--- src/rtl/sata_crc_if.sv ---
// Streaming dword handshake bundle for sata_crc_engine: s_* is the FIS input side,
// m_* is the output toward the scrambler.
interface sata_crc_if #(
  parameter int unsigned DATA_W = 32
);
  logic              s_valid;
  logic              s_ready;
  logic [DATA_W-1:0] s_data;
  logic              s_sof;
  logic              s_eof;
  logic              m_valid;
  logic              m_ready;
  logic [DATA_W-1:0] m_data;
  logic              m_eof;

  modport slave (
    input  s_valid, s_data, s_sof, s_eof, m_ready,
    output s_ready, m_valid, m_data, m_eof
  );

  modport master (
    output s_valid, s_data, s_sof, s_eof, m_ready,
    input  s_ready, m_valid, m_data, m_eof
  );
endinterface

--- src/rtl/sata_crc_engine.sv ---
// Streaming dword CRC: TX appends the frame CRC after the last dword, RX checks the
// trailing dword against the CRC of the preceding dwords. Registered output stage.
module sata_crc_engine #(
  parameter int unsigned       DATA_W   = 32,
  parameter logic [DATA_W-1:0] CRC_INIT = DATA_W'(32'h52325032),
  parameter logic [DATA_W-1:0] CRC_POLY = DATA_W'(32'h04C11DB7),
  parameter bit                RX_STRIP = 1'b0
) (
  input  logic              clk_75m,
  input  logic              sys_rst,
  input  logic              mode_rx,
  sata_crc_if.slave         bus,
  output logic [DATA_W-1:0] crc_out,
  output logic              crc_done,
  output logic              crc_err,
  output logic              frame_err
);

  typedef enum logic [1:0] {ST_IDLE, ST_DATA, ST_APPEND} state_t;

  state_t            state_q, state_d;
  logic [DATA_W-1:0] crc_q, crc_d;
  logic              mode_q, mode_d;
  logic              m_valid_q, m_valid_d;
  logic [DATA_W-1:0] m_data_q, m_data_d;
  logic              m_eof_q, m_eof_d;
  logic              hold_v_q, hold_v_d;
  logic [DATA_W-1:0] hold_data_q, hold_data_d;
  logic              crc_done_q, crc_done_d;
  logic              crc_err_q, crc_err_d;
  logic              frame_err_q, frame_err_d;
  logic              out_free;
  logic              s_ready_int;
  logic              accept;

  // One dword folded through the LFSR: 32 zero-input shifts of (data ^ seed).
  function automatic logic [DATA_W-1:0] crc_fold(input logic [DATA_W-1:0] x);
    logic [DATA_W-1:0] r;
    r = x;
    for (int i = 0; i < int'(DATA_W); i++) begin
      r = r[DATA_W-1] ? ((r << 1) ^ CRC_POLY) : (r << 1);
    end
    return r;
  endfunction

  assign out_free    = !m_valid_q || bus.m_ready;
  assign s_ready_int = !sys_rst && (state_q != ST_APPEND) && out_free;
  assign accept      = bus.s_valid && s_ready_int;

  always_comb begin
    state_d     = state_q;
    crc_d       = crc_q;
    mode_d      = mode_q;
    m_valid_d   = m_valid_q && !bus.m_ready;
    m_data_d    = m_data_q;
    m_eof_d     = m_eof_q;
    hold_v_d    = hold_v_q;
    hold_data_d = hold_data_q;
    crc_done_d  = 1'b0;
    crc_err_d   = 1'b0;
    frame_err_d = 1'b0;

    if (state_q == ST_APPEND) begin
      if (out_free) begin
        m_valid_d = 1'b1;
        m_data_d  = crc_q;
        m_eof_d   = 1'b1;
        crc_d     = CRC_INIT;
        state_d   = ST_IDLE;
      end
    end else if (accept) begin
      if (bus.s_sof) begin
        // SOF in DATA restarts the frame; the abandoned frame gets no CRC.
        frame_err_d = (state_q == ST_DATA);
        mode_d      = mode_rx;
        hold_v_d    = 1'b0;
        if (mode_rx && bus.s_eof) begin
          crc_done_d = 1'b1;
          crc_err_d  = (bus.s_data != CRC_INIT);
          crc_d      = CRC_INIT;
          state_d    = ST_IDLE;
          if (!RX_STRIP) begin
            m_valid_d = 1'b1;
            m_data_d  = bus.s_data;
            m_eof_d   = 1'b1;
          end
        end else begin
          crc_d   = crc_fold(bus.s_data ^ CRC_INIT);
          state_d = bus.s_eof ? ST_APPEND : ST_DATA;
          if (mode_rx && RX_STRIP) begin
            hold_v_d    = 1'b1;
            hold_data_d = bus.s_data;
          end else begin
            m_valid_d = 1'b1;
            m_data_d  = bus.s_data;
            m_eof_d   = 1'b0;
          end
        end
      end else if (state_q == ST_IDLE) begin
        frame_err_d = 1'b1;
      end else if (mode_q && bus.s_eof) begin
        crc_done_d = 1'b1;
        crc_err_d  = (bus.s_data != crc_q);
        state_d    = ST_IDLE;
        if (RX_STRIP) begin
          // Stripped CRC: the held dword becomes the frame's last output.
          hold_v_d = 1'b0;
          if (hold_v_q) begin
            m_valid_d = 1'b1;
            m_data_d  = hold_data_q;
            m_eof_d   = 1'b1;
          end
        end else begin
          m_valid_d = 1'b1;
          m_data_d  = bus.s_data;
          m_eof_d   = 1'b1;
        end
      end else begin
        crc_d   = crc_fold(bus.s_data ^ crc_q);
        state_d = (!mode_q && bus.s_eof) ? ST_APPEND : ST_DATA;
        if (mode_q && RX_STRIP) begin
          hold_v_d    = 1'b1;
          hold_data_d = bus.s_data;
          if (hold_v_q) begin
            m_valid_d = 1'b1;
            m_data_d  = hold_data_q;
            m_eof_d   = 1'b0;
          end
        end else begin
          m_valid_d = 1'b1;
          m_data_d  = bus.s_data;
          m_eof_d   = 1'b0;
        end
      end
    end
  end

  always_ff @(posedge clk_75m or posedge sys_rst) begin
    if (sys_rst) begin
      state_q     <= ST_IDLE;
      crc_q       <= CRC_INIT;
      mode_q      <= 1'b0;
      m_valid_q   <= 1'b0;
      m_data_q    <= '0;
      m_eof_q     <= 1'b0;
      hold_v_q    <= 1'b0;
      hold_data_q <= '0;
      crc_done_q  <= 1'b0;
      crc_err_q   <= 1'b0;
      frame_err_q <= 1'b0;
    end else begin
      state_q     <= state_d;
      crc_q       <= crc_d;
      mode_q      <= mode_d;
      m_valid_q   <= m_valid_d;
      m_data_q    <= m_data_d;
      m_eof_q     <= m_eof_d;
      hold_v_q    <= hold_v_d;
      hold_data_q <= hold_data_d;
      crc_done_q  <= crc_done_d;
      crc_err_q   <= crc_err_d;
      frame_err_q <= frame_err_d;
    end
  end

  assign bus.s_ready = s_ready_int;
  assign bus.m_valid = m_valid_q;
  assign bus.m_data  = m_data_q;
  assign bus.m_eof   = m_eof_q;
  assign crc_out     = crc_q;
  assign crc_done    = crc_done_q;
  assign crc_err     = crc_err_q;
  assign frame_err   = frame_err_q;

endmodule

--- src/flat_wrapper.sv ---
// flat-port wrapper written by rule: the top's interface ports become plain ports
module sata_crc_engine_flat 
#(
  parameter int unsigned       DATA_W   = 32,
  parameter logic [DATA_W-1:0] CRC_INIT = DATA_W'(32'h52325032),
  parameter logic [DATA_W-1:0] CRC_POLY = DATA_W'(32'h04C11DB7),
  parameter bit                RX_STRIP = 1'b0
)
  (clk_75m, sys_rst, mode_rx, crc_out, crc_done, crc_err, frame_err, bus_s_valid, bus_s_data, bus_s_sof, bus_s_eof, bus_m_ready, bus_s_ready, bus_m_valid, bus_m_data, bus_m_eof);
  sata_crc_if #(.DATA_W(DATA_W)) bus_i ();
  input  logic clk_75m;
  input  logic sys_rst;
  input  logic mode_rx;
  output logic [DATA_W-1:0] crc_out;
  output logic crc_done;
  output logic crc_err;
  output logic frame_err;
  input wire logic [$bits(bus_i.s_valid)-1:0] bus_s_valid;
  input wire logic [$bits(bus_i.s_data)-1:0] bus_s_data;
  input wire logic [$bits(bus_i.s_sof)-1:0] bus_s_sof;
  input wire logic [$bits(bus_i.s_eof)-1:0] bus_s_eof;
  input wire logic [$bits(bus_i.m_ready)-1:0] bus_m_ready;
  output wire logic [$bits(bus_i.s_ready)-1:0] bus_s_ready;
  output wire logic [$bits(bus_i.m_valid)-1:0] bus_m_valid;
  output wire logic [$bits(bus_i.m_data)-1:0] bus_m_data;
  output wire logic [$bits(bus_i.m_eof)-1:0] bus_m_eof;
  assign bus_i.s_valid = bus_s_valid;
  assign bus_i.s_data = bus_s_data;
  assign bus_i.s_sof = bus_s_sof;
  assign bus_i.s_eof = bus_s_eof;
  assign bus_i.m_ready = bus_m_ready;
  assign bus_s_ready = bus_i.s_ready;
  assign bus_m_valid = bus_i.m_valid;
  assign bus_m_data = bus_i.m_data;
  assign bus_m_eof = bus_i.m_eof;
  sata_crc_engine #(.DATA_W(DATA_W), .CRC_INIT(CRC_INIT), .CRC_POLY(CRC_POLY), .RX_STRIP(RX_STRIP)) u_core (.clk_75m(clk_75m), .sys_rst(sys_rst), .mode_rx(mode_rx), .bus(bus_i), .crc_out(crc_out), .crc_done(crc_done), .crc_err(crc_err), .frame_err(frame_err));
endmodule
--- config.mk ---
export PLATFORM = sky130hd
export DESIGN_NAME = sata_crc_engine_flat
export DESIGN_NICKNAME = d
export VERILOG_FILES = /design/src/rtl/sata_crc_if.sv /design/src/rtl/sata_crc_engine.sv /design/src/flat_wrapper.sv
export SDC_FILE = /design/constraint.sdc
export NUM_CORES = 1
export LEC_CHECK = 0
export ABC_AREA = 1
export CAP_MARGIN = 25
export CORE_UTILIZATION = 34
export DETAILED_ROUTE_END_ITERATION = 8
export HOLD_SLACK_MARGIN = 0.1
export PLACE_DENSITY_LB_ADDON = 0.15
export SLEW_MARGIN = 30
export SYNTH_ARGS = -nofsm -noshare
export SYNTH_HDL_FRONTEND = slang
export SYNTH_SLANG_ARGS = --single-unit
--- constraint.sdc ---
create_clock -name clk_75m -period 2.59 [get_ports clk_75m]
set_input_delay 0.259 -clock clk_75m [delete_from_list [all_inputs] [get_ports clk_75m]]
set_output_delay 0.259 -clock clk_75m [all_outputs]
set_load 0.02 [all_outputs]
==> results of run 1 <==
-- registers in the layout, summed over array words and instances, names as in the netlist --
| register | count |
|---|---|
| u_core.bus.m_data | 32 |
| u_core.crc_out | 32 |
| u_core.state_q | 2 |
| u_core.bus.m_eof | 1 |
| u_core.bus.m_valid | 1 |
| u_core.crc_done | 1 |
| u_core.crc_err | 1 |
| u_core.frame_err | 1 |
| u_core.mode_q | 1 |
-- kinds of logic after synthesis --
kind of cell / after synthesis
compound gates: 87
xor+xnor: 269
fa+ha+maj: 5
buf+inv: 191
flops: 72
simple gates: 1601
-- Yosys cell counts, types with 4 or more instances --
cell type / number
o21ai_0: 18
buf_4: 6
o21ai_1: 6
dfstp_2: 11
nand2_1: 1129
nand3_1: 266
ha_1: 5
nor3_1: 4
xor2_2: 6
buf_2: 7
a21oi_1: 15
nand4_1: 11
nor2_1: 61
a21boi_1: 6
xor2_4: 4
clkbuf_1: 20
nor4_1: 5
nand3b_1: 7
dfrtp_1: 61
or2_1: 7
nand2_2: 80
or2_2: 20
inv_2: 16
xnor2_1: 56
xor2_1: 194
nand2_4: 6
a31oi_1: 33
xnor2_2: 7
inv_1: 131
buf_6: 4
-- area by class of cell --
type	count	area, sq um
fill	3198	12500
clock inverter	7	95.1
tap	461	577
sequential	72	1820
clock buffer	9	225
inverter	152	619
antenna	1	2.50
multi-input combinational	1964	13500
timing repair buffer	758	6460
-- layer usage --
layer  global-route usage (%)  routed length (um)  vias up
met5                        0                   0        -
met2                     57.9               31100      671
met4                     11.0                2650        0
met1                     46.4               28900     8406
li1                         -                   -     8435
met3                     4.80                4630      121
-- repair_timing --
action                     in CTS  in global routing
setup buffers                 123                 36
setup endpoints to repair      32                 32
gates resized for setup       493                275
gates cloned                    2                  0
pin swaps                     223                139
-- critical path, stage by stage, from the launching register on --
cell	delay, ns
dfstp_2	0.60
buf_4	0.14
nand2_1	0.05
nand2_2	0.12
buf_6	0.14
nand3_2	0.11
nand3_4	0.13
nand2_8	0.08
buf_4	0.14
nand2_1	0.07
nand2_1	0.06
nand3_2	0.07
nand3b_1	0.22
nand2_2	0.20
nand2_4	0.08
nand2_4	0.09
nand2_2	0.06
nand2_2	0.08
buf_6	0.11
nand2_2	0.05
nand2_4	0.09
inv_4	0.05
nor2_4	0.14
nand2_2	0.07
nand3_2	0.11
nand2_2	0.08
nand2_1	0.07
-- worst max-delay path by stage --
| stage | end | slack, ns | cells past startpoint |
|---|---|---|---|
| finish | u_core.crc_out[8]$_DFFE_PP0P_ | -0.71 | 26 |
| global route | u_core.crc_out[8]$_DFFE_PP0P_ | -0.85 | 25 |
| CTS | u_core.crc_out[8]$_DFFE_PP0P_ | -0.59 | 27 |
| detailed placement | u_core.crc_out[1]$_DFFE_PP1P_ | -1.38 | 20 |
| global placement | u_core.crc_out[20]$_DFFE_PP1P_ | -1.38 | 22 |
| floorplan | u_core.crc_out[26]$_DFFE_PP0P_ | -0.23 | 25 |
-- metrics by stage --
stage / worst slack (ns) / TNS [ns] / cell area, sq um
2_1_floorplan: -0.227 / -3.69 / 13100
3_3_place_gp: -1.38 / -38.49 / 18400
3_5_place_dp: -1.38 / -39.19 / 18400
6_report: -0.710 / -19.77 / 23300
5_1_grt: -0.851 / -24.37 / 23300
4_1_cts: -0.586 / -16.18 / 21800
==> reports/qor.yml, run 1 <==
routing:
  vias: 17600
  drtIter0Drc: 1346
  firstDrtPassIters: 7
  vias_per_cell: 5.15
  wl_per_cell_um: 19.6
  drc: 0
  wl_um: 67200
  drtAntennaViolNets: 0
cts:
  clk_pin_slew_ns: 0.07
  cts.sinks: 72
  clk-insertion-delay-late_ns: 0.35
  numCtsBuffers: 9
  cts_tree: "built"
  cts_hold_buffers: 0
  clk_path_buf_depth: 2
  ctsRootBufferMaster: "clkbuf_16"
  h-tree-depth: 3
placed_design:
  post-dp-hpwl_um: 52900
  gp_congestion: 0.988
  numPortBuffers: 108
  placed_cells: 3254
floorplanning:
  start_util_pct: 34.9
  rows: 69
  die_h_um: 194
  die_area_sq_um: 37500
  fp.dieW_um: 194
  io-pin-count: 109
  core-area_sq_um: 35800
logic_synthesis:
  synth_ff_type: "dfrtp_1"
  synth_cell_type_count: 44
  synth_top_cell_area_share_pct: 33.9
  synth_largest_area_cell: "nand2_1"
  synth-edff-count: 0
  netlist_area_sq_um: 12500
  synthSimpleGateAreaFrac_pct: 54.0
  synth-seq-cells: 72
  avgSynthCellArea_sq_um: 5.62
  synth_compound_area_share_pct: 4.09
  synthXorXnorAreaFrac_pct: 20.5
  synthCells: 2225
  synth.area.top_cells: "nand2_1 34%, xor2_1 14%, dfrtp_1 12%"
  synth_adder_area_share_pct: 0.501
  synth_top_family_by_area: "simple AND/OR/NAND/NOR gates"
  async_flop_share_pct: 100
  synthMuxAreaShare_pct: 0
  ys_seq_area_share_pct: 14.5
  yosys_warnings: 0
  synth_nets: 2269
worst_setup_path:
  start_kind: "register"
  path_max_fanout: 7
  crit_required_ns: 2.88
  reg2reg_from: "u_core.crc_out[21]$_DFFE_PP1P_"
  cp.arrival_ns: 3.59
  endpoint_kind: "register"
  reg2reg_slack_ns: -0.71
  r2r-end: "u_core.crc_out[8]$_DFFE_PP0P_"
  critPathKind: "reg -> reg"
  r2r_cells: 26
  crit_start: "u_core.crc_out[21]$_DFFE_PP1P_"
timing:
  setup_viol: 32
  tightest_slew_ns: 0.782
  max_slew_margin_pct: 47.9
  min_period_ns: 3.30
  rsz0062_at_grt: "yes"
  fmax_mhz: 303
  holdWs_ns: 0.359
  setup_ws_ns: -0.710
  finalHoldViolCount: 0
  clock_skew_ns: 0.00629
  fin_crit_sh_pct: 127
  finalMaxSlewViolations: 0
outcome:
  violations: "negative setup slack"
  outcome: "finished, violations left"
cells_and_area:
  final_cell_mix: "793 x nand2_1, 570 x buf_4, 250 x nand2_2"
  drive_gt1_share_pct: 47.5
  final_common_cell: "nand2_1"
  finalNetCount: 3001
  areaGrowthSynthToFinish_pct: 86.6
  instances_no_fill: 3424
  fin_util_pct: 65.1
worst_hold_path:
  timing.hold.worst.class: "in -> async"
flow_run:
  maxCapViolations: 0
grt:
  antenna_found_initial: 0
  grt_overflow_total: 0
  grt_max_degree: 47
  grt_pass1_wl_um: 100000
  track_usage_pct: 34.8
  first_global_vias: 17200
Power of run 1 is left out: the tool's default activity adds up to more than one toggle a clock period on the data nets, which glitch-free logic cannot reach.
==> run 2: changes to the inputs <==
--- a/config.mk
+++ b/config.mk
@@ -15,3 +15,4 @@
 export SYNTH_ARGS = -nofsm -noshare
 export SYNTH_HDL_FRONTEND = slang
 export SYNTH_SLANG_ARGS = --single-unit
+export TNS_END_PERCENT = 1
==> run 2 against run 1 <==
Effect of this change:
- the flow still finishes with violations (negative setup slack)
- setup slack gained 0.026 ns
- critical endpoint is now u_core.crc_out[22]$_DFFE_PP0P_
- cell area shrank 8.5%
- clock-buffer cell count is the same
- die area is the same
- register-to-register slack gained 0.03 ns
- routed wire length shrank 5.7%
- clock skew is essentially flat
- sequential cell count is the same
- utilization shrank 5.5 points
- final cell count shrank 3.0%
- via count shrank 3.1%
- worst hold slack lost 0.039 ns
==> reports/qor.yml, run 2 (synthesis gave the netlist of run 1 again) <==
grt:
  busiest_layer: "met2"
  antenna_found_initial: 2
  track_usage_pct: 32.7
  grt_pass1_wl_um: 93500
  grt_max_degree: 67
  first_global_vias: 16000
  grt_overflow_total: 0
  use_met1_pct: 43.7
  use_met2_pct: 51.8
  grt.met3_usage_pct: 6.64
worst_setup_path:
  crit_path_frequent_cell: "buf_4"
  critPathKind: "reg -> reg"
  max_stage_delay_ns: 0.66
  worstPathCellList: "inv_4 > nand2_4 > nand2_8 > nand2_4 > nand2_4 > nand2_1 > nand2_2 > buf_6 > nand2_1 > nand2_4 > buf_4 > nand3_2 > nand2_8 > buf_4 > buf_4 > xor2_2 > buf_4 > o21ai_2 > buf_4 > nand2_1 > nand2_2 > o21ai_0"
  crit_required_ns: 2.82
  critical_path.top_delay_family: "simple AND/OR/NAND/NOR gates"
  reg2reg_slack_ns: -0.68
  path_max_fanout: 7
  reg2reg_from: "u_core.crc_out[28]$_DFFE_PP1P_"
  r2r_cells: 22
  cp.arrival_ns: 3.51
  endpoint_kind: "register"
  start_kind: "register"
  critPathBufInv: 7
  critPathSlowestCell: "dfstp_2"
  r2r-end: "u_core.crc_out[22]$_DFFE_PP0P_"
floorplanning:
  fp.dieW_um: 194
  io-pin-count: 109
  start_util_pct: 34.9
  die_h_um: 194
  die_area_sq_um: 37500
  rows: 69
  core-area_sq_um: 35800
cts:
  numCtsBuffers: 9
  clk-insertion-delay-late_ns: 0.36
  clk_pin_slew_ns: 0.07
  ctsRootBufferMaster: "clkbuf_16"
  clk_path_buf_depth: 2
  cts.sinks: 72
  cts_hold_buffers: 0
  cts_tree: "built"
  h-tree-depth: 3
flow_run:
  maxCapViolations: 0
placed_design:
  post-dp-hpwl_um: 51400
  placed_cells: 3233
  numPortBuffers: 108
  gp_congestion: 1.02
timing:
  max_slew_margin_pct: 53.9
  fin_crit_sh_pct: 126
  setup_viol: 32
  clock_skew_ns: 0.00670
  fmax_mhz: 306
  tightest_slew_ns: 0.692
  setup_ws_ns: -0.683
  finalHoldViolCount: 0
  min_period_ns: 3.27
  finalMaxSlewViolations: 0
  holdWs_ns: 0.320
  rsz0062_at_grt: "yes"
routing:
  firstDrtPassIters: 8
  drtIter0Drc: 1433
  wl_um: 63400
  drtAntennaViolNets: 0
  vias: 17100
  vias_per_cell: 5.14
  drc: 0
  wl_per_cell_um: 19.1
worst_hold_path:
  timing.hold.worst.class: "in -> async"
cells_and_area:
  instances_no_fill: 3321
  final_common_cell: "nand2_1"
  nFillCells: 3328
  drive_gt1_share_pct: 40.5
  finalNetCount: 2899
  antennaDiodeCount: 0
  fin_util_pct: 59.6
  areaGrowthSynthToFinish_pct: 70.8
  final_cell_mix: "887 x nand2_1, 503 x buf_4, 214 x nand2_2"
outcome:
  violations: "negative setup slack"
  outcome: "finished, violations left"
==> run 2: cell type report <==
class                           count  area (sq um)  share of cell area, %
Clock buffer                        9           225                   1.05
Clock inverter                      7           120                  0.563
Inverter                          152           599                   2.81
Multi-Input combinational cell   1962         12400                   58.2
Sequential cell                    72          1820                   8.55
Tap cell                          461           577                   2.70
Timing Repair Buffer              658          5570                   26.1
==> run 2: worst max path at each step <==
stage                     slack (ns)  cells after the start                              to                      startpoint
after floorplan                -0.23                     25  u_core.crc_out[26]$_DFFE_PP0P_  u_core.crc_out[30]$_DFFE_PP1P_
after global placement         -1.32                     26  u_core.crc_out[17]$_DFFE_PP1P_                  bus_s_data[29]
after detailed placement       -1.35                     21  u_core.crc_out[17]$_DFFE_PP1P_                  bus_s_data[29]
after CTS                      -0.58                     24  u_core.crc_out[18]$_DFFE_PP0P_  u_core.crc_out[29]$_DFFE_PP0P_
after global routing           -0.80                     27  u_core.crc_out[12]$_DFFE_PP1P_  u_core.crc_out[28]$_DFFE_PP1P_
final                          -0.68                     22  u_core.crc_out[22]$_DFFE_PP0P_  u_core.crc_out[28]$_DFFE_PP1P_
==> run 2: through the flow <==
| stage | cell area [sq um] | setup slack [ns] | setup TNS [ns] |
|---|---|---|---|
| 2_1_floorplan | 12700 | -0.227 | -4.62 |
| 3_3_place_gp | 17900 | -1.32 | -38.88 |
| 3_5_place_dp | 17900 | -1.35 | -39.98 |
| 4_1_cts | 19700 | -0.585 | -17.31 |
| 5_1_grt | 21300 | -0.797 | -23.63 |
| 6_report | 21300 | -0.683 | -18.67 |
==> run 2: worst register-to-register path: stages, from the launching register on <==
cell and delay, ns:
dfstp_2 0.66, inv_4 0.09, nand2_4 0.09, nand2_8 0.10
nand2_4 0.11, nand2_4 0.09, nand2_1 0.08, nand2_2 0.09
buf_6 0.14, nand2_1 0.10, nand2_4 0.10, buf_4 0.15
nand3_2 0.11, nand2_8 0.10, buf_4 0.14, buf_4 0.13
xor2_2 0.18, buf_4 0.15, o21ai_2 0.16, buf_4 0.13
nand2_1 0.05, nand2_2 0.10, o21ai_0 0.10
==> run 2: routing by layer <==
layer  routed length [um]  up-vias  part of all wire (%)
met5                   13        -                 0.021
met4                 2700        2                   4.3
met3                 4720      138                   7.4
met2                28100      651                    44
met1                27900     8082                    44
li1                     -     8213                     -
==> run 2: what timing repair did <==
item	in CTS	in global routing
setup endpoints to repair	32	32
resized for setup	279	303
pin swaps	107	147
buffers inserted	42	32
Power of run 2 is left out for the same reason.
==> run 3: changes to the inputs <==
--- a/config.mk
+++ b/config.mk
@@ -11,6 +11,7 @@
 export DETAILED_ROUTE_END_ITERATION = 8
 export HOLD_SLACK_MARGIN = 0.1
 export PLACE_DENSITY_LB_ADDON = 0.15
+export REMOVE_ABC_BUFFERS = 1
 export SLEW_MARGIN = 30
 export SYNTH_ARGS = -nofsm -noshare
 export SYNTH_HDL_FRONTEND = slang
==> run 3 against run 2 <==
Effect of this change:
- the flow still finishes with violations (negative setup slack)
- register-to-register slack gained 0.02 ns
- cell area rose by 2.9%
- worst hold slack better by 0.0090 ns
- via count grew 1.1%
- first-iteration DRC count down 16%
- fmax is 0.56% higher
- utilization up 1.8 points
- setup slack better by 0.018 ns
- critical path depth up 2
- clock skew barely moved
- final cell count increased by 1.3%
- global-route usage rose by 0.10 points
- critical endpoint is now u_core.crc_out[13]$_DFFE_PP0P_
==> reports/qor.yml, run 3 (synthesis gave the netlist of run 1 again) <==
outcome:
  outcome: "finished, violations left"
  violations: "negative setup slack"
worst_setup_path:
  reg2reg_from: "u_core.crc_out[30]$_DFFE_PP1P_"
  critPathKind: "reg -> reg"
  r2r_cells: 24
  cp.arrival_ns: 3.51
  start_kind: "register"
  endpoint_kind: "register"
  r2r-end: "u_core.crc_out[13]$_DFFE_PP0P_"
  crit_required_ns: 2.84
  reg2reg_slack_ns: -0.67
  path_max_fanout: 7
floorplanning:
  io-pin-count: 109
  die_h_um: 194
  start_util_pct: 34.9
  die_area_sq_um: 37500
  rows: 69
  fp.dieW_um: 194
  core-area_sq_um: 35800
routing:
  vias_per_cell: 5.14
  drc: 0
  wl_per_cell_um: 19.1
  drtAntennaViolNets: 0
  drtIter0Drc: 1205
  wl_um: 64300
  firstDrtPassIters: 5
  vias: 17300
cells_and_area:
  final_common_cell: "nand2_1"
  antennaDiodeCount: 0
  final_cell_mix: "836 x nand2_1, 518 x buf_4, 263 x nand2_2"
  areaGrowthSynthToFinish_pct: 75.9
  drive_gt1_share_pct: 44.1
  finalNetCount: 2943
timing:
  fmax_mhz: 307
  rsz0062_at_grt: "yes"
  fin_crit_sh_pct: 126
  min_period_ns: 3.26
  max_slew_margin_pct: 69.6
  setup_ws_ns: -0.665
  setup_viol: 32
  finalMaxSlewViolations: 0
  finalHoldViolCount: 0
  tightest_slew_ns: 0.455
  clock_skew_ns: 0.00657
cts:
  ctsRootBufferMaster: "clkbuf_16"
  clk_pin_slew_ns: 0.07
  h-tree-depth: 3
  numCtsBuffers: 9
  clk_path_buf_depth: 2
  clk-insertion-delay-late_ns: 0.36
  cts_tree: "built"
  cts.sinks: 72
grt:
  first_global_vias: 16100
  grt_pass1_wl_um: 93200
  busiest_layer: "met2"
  antenna_found_initial: 0
  track_usage_pct: 32.8
  grt.met3_usage_pct: 5.58
  grt_overflow_total: 0
  use_met1_pct: 43.7
  use_met2_pct: 53.3
  grt_max_degree: 65
flow_run:
  maxCapViolations: 0
placed_design:
  numPortBuffers: 108
  post-dp-hpwl_um: 51800
  pre_cts_ws_ns: -1.48
  gp_congestion: 0.972
worst_hold_path:
  timing.hold.worst.class: "in -> async"
run 3: worst max path at each step:
stage | from | end | slack (ns)
3_3_place_gp | bus_s_data[30] | u_core.crc_out[26]$_DFFE_PP0P_ | -1.39
6_report | u_core.crc_out[30]$_DFFE_PP1P_ | u_core.crc_out[13]$_DFFE_PP0P_ | -0.67
3_5_place_dp | bus_s_data[30] | u_core.crc_out[6]$_DFFE_PP0P_ | -1.48
5_1_grt | u_core.crc_out[30]$_DFFE_PP1P_ | u_core.crc_out[13]$_DFFE_PP0P_ | -0.81
4_1_cts | u_core.crc_out[30]$_DFFE_PP1P_ | u_core.crc_out[26]$_DFFE_PP0P_ | -0.63
2_1_floorplan | u_core.state_q[0]$_DFFE_PP0P_ | u_core.crc_out[28]$_DFFE_PP1P_ | -1.45
run 3: per-layer routing:
metal	vias to the layer above	wire length (um)
met5	-	0
met4	0	2510
met3	133	4360
met2	673	29000
met1	8178	28500
li1	8296	-
run 3: final cells by class:
type | instances | area (sq um)
fill | 3342 | 13900
multi-input combinational | 1963 | 12700
timing repair buffer | 701 | 5980
sequential | 72 | 1820
inverter | 152 | 607
tap | 461 | 577
clock buffer | 10 | 239
clock inverter | 6 | 65.1
run 3: critical path, stage by stage, from the launching register on:
cell and delay [ns]:
dfstp_2 0.59, inv_2 0.07, nand2_2 0.09, nand2_4 0.11
nand2_2 0.12, nand2_4 0.07, nand2_2 0.10, inv_1 0.07
nor2_4 0.21, nand3_2 0.13, nand2_4 0.15, nand2_1 0.10
buf_4 0.14, nand3_1 0.09, nand3_2 0.13, nand2_4 0.17
buf_4 0.14, buf_4 0.10, nand3_2 0.11, nand2_1 0.10
nand3_1 0.07, nand2_1 0.07, nand2_1 0.06, nand3_2 0.09
nand2_1 0.06
run 3: metrics by stage:
step,instances,utilization [%],cell area [sq um],hold WS (ns),setup TNS (ns)
final,3365,61.3,22000,0.329,-19.23
after global routing,3365,61.3,22000,0.342,-24.20
after CTS,3309,54.8,19600,0.344,-17.94
after detailed placement,3246,49.6,17800,0.499,-41.79
after global placement,3246,49.6,17800,0.494,-39.31
after floorplan,2186,-,12300,0.363,-77.82
run 3: what timing repair did:
item	in CTS	in global routing
gates resized for setup	323	438
hold buffers	0	0
setup endpoints to repair	32	32
pin swaps	118	241
setup buffers	48	58
gates cloned	1	0
Power of run 3 is left out for the same reason.
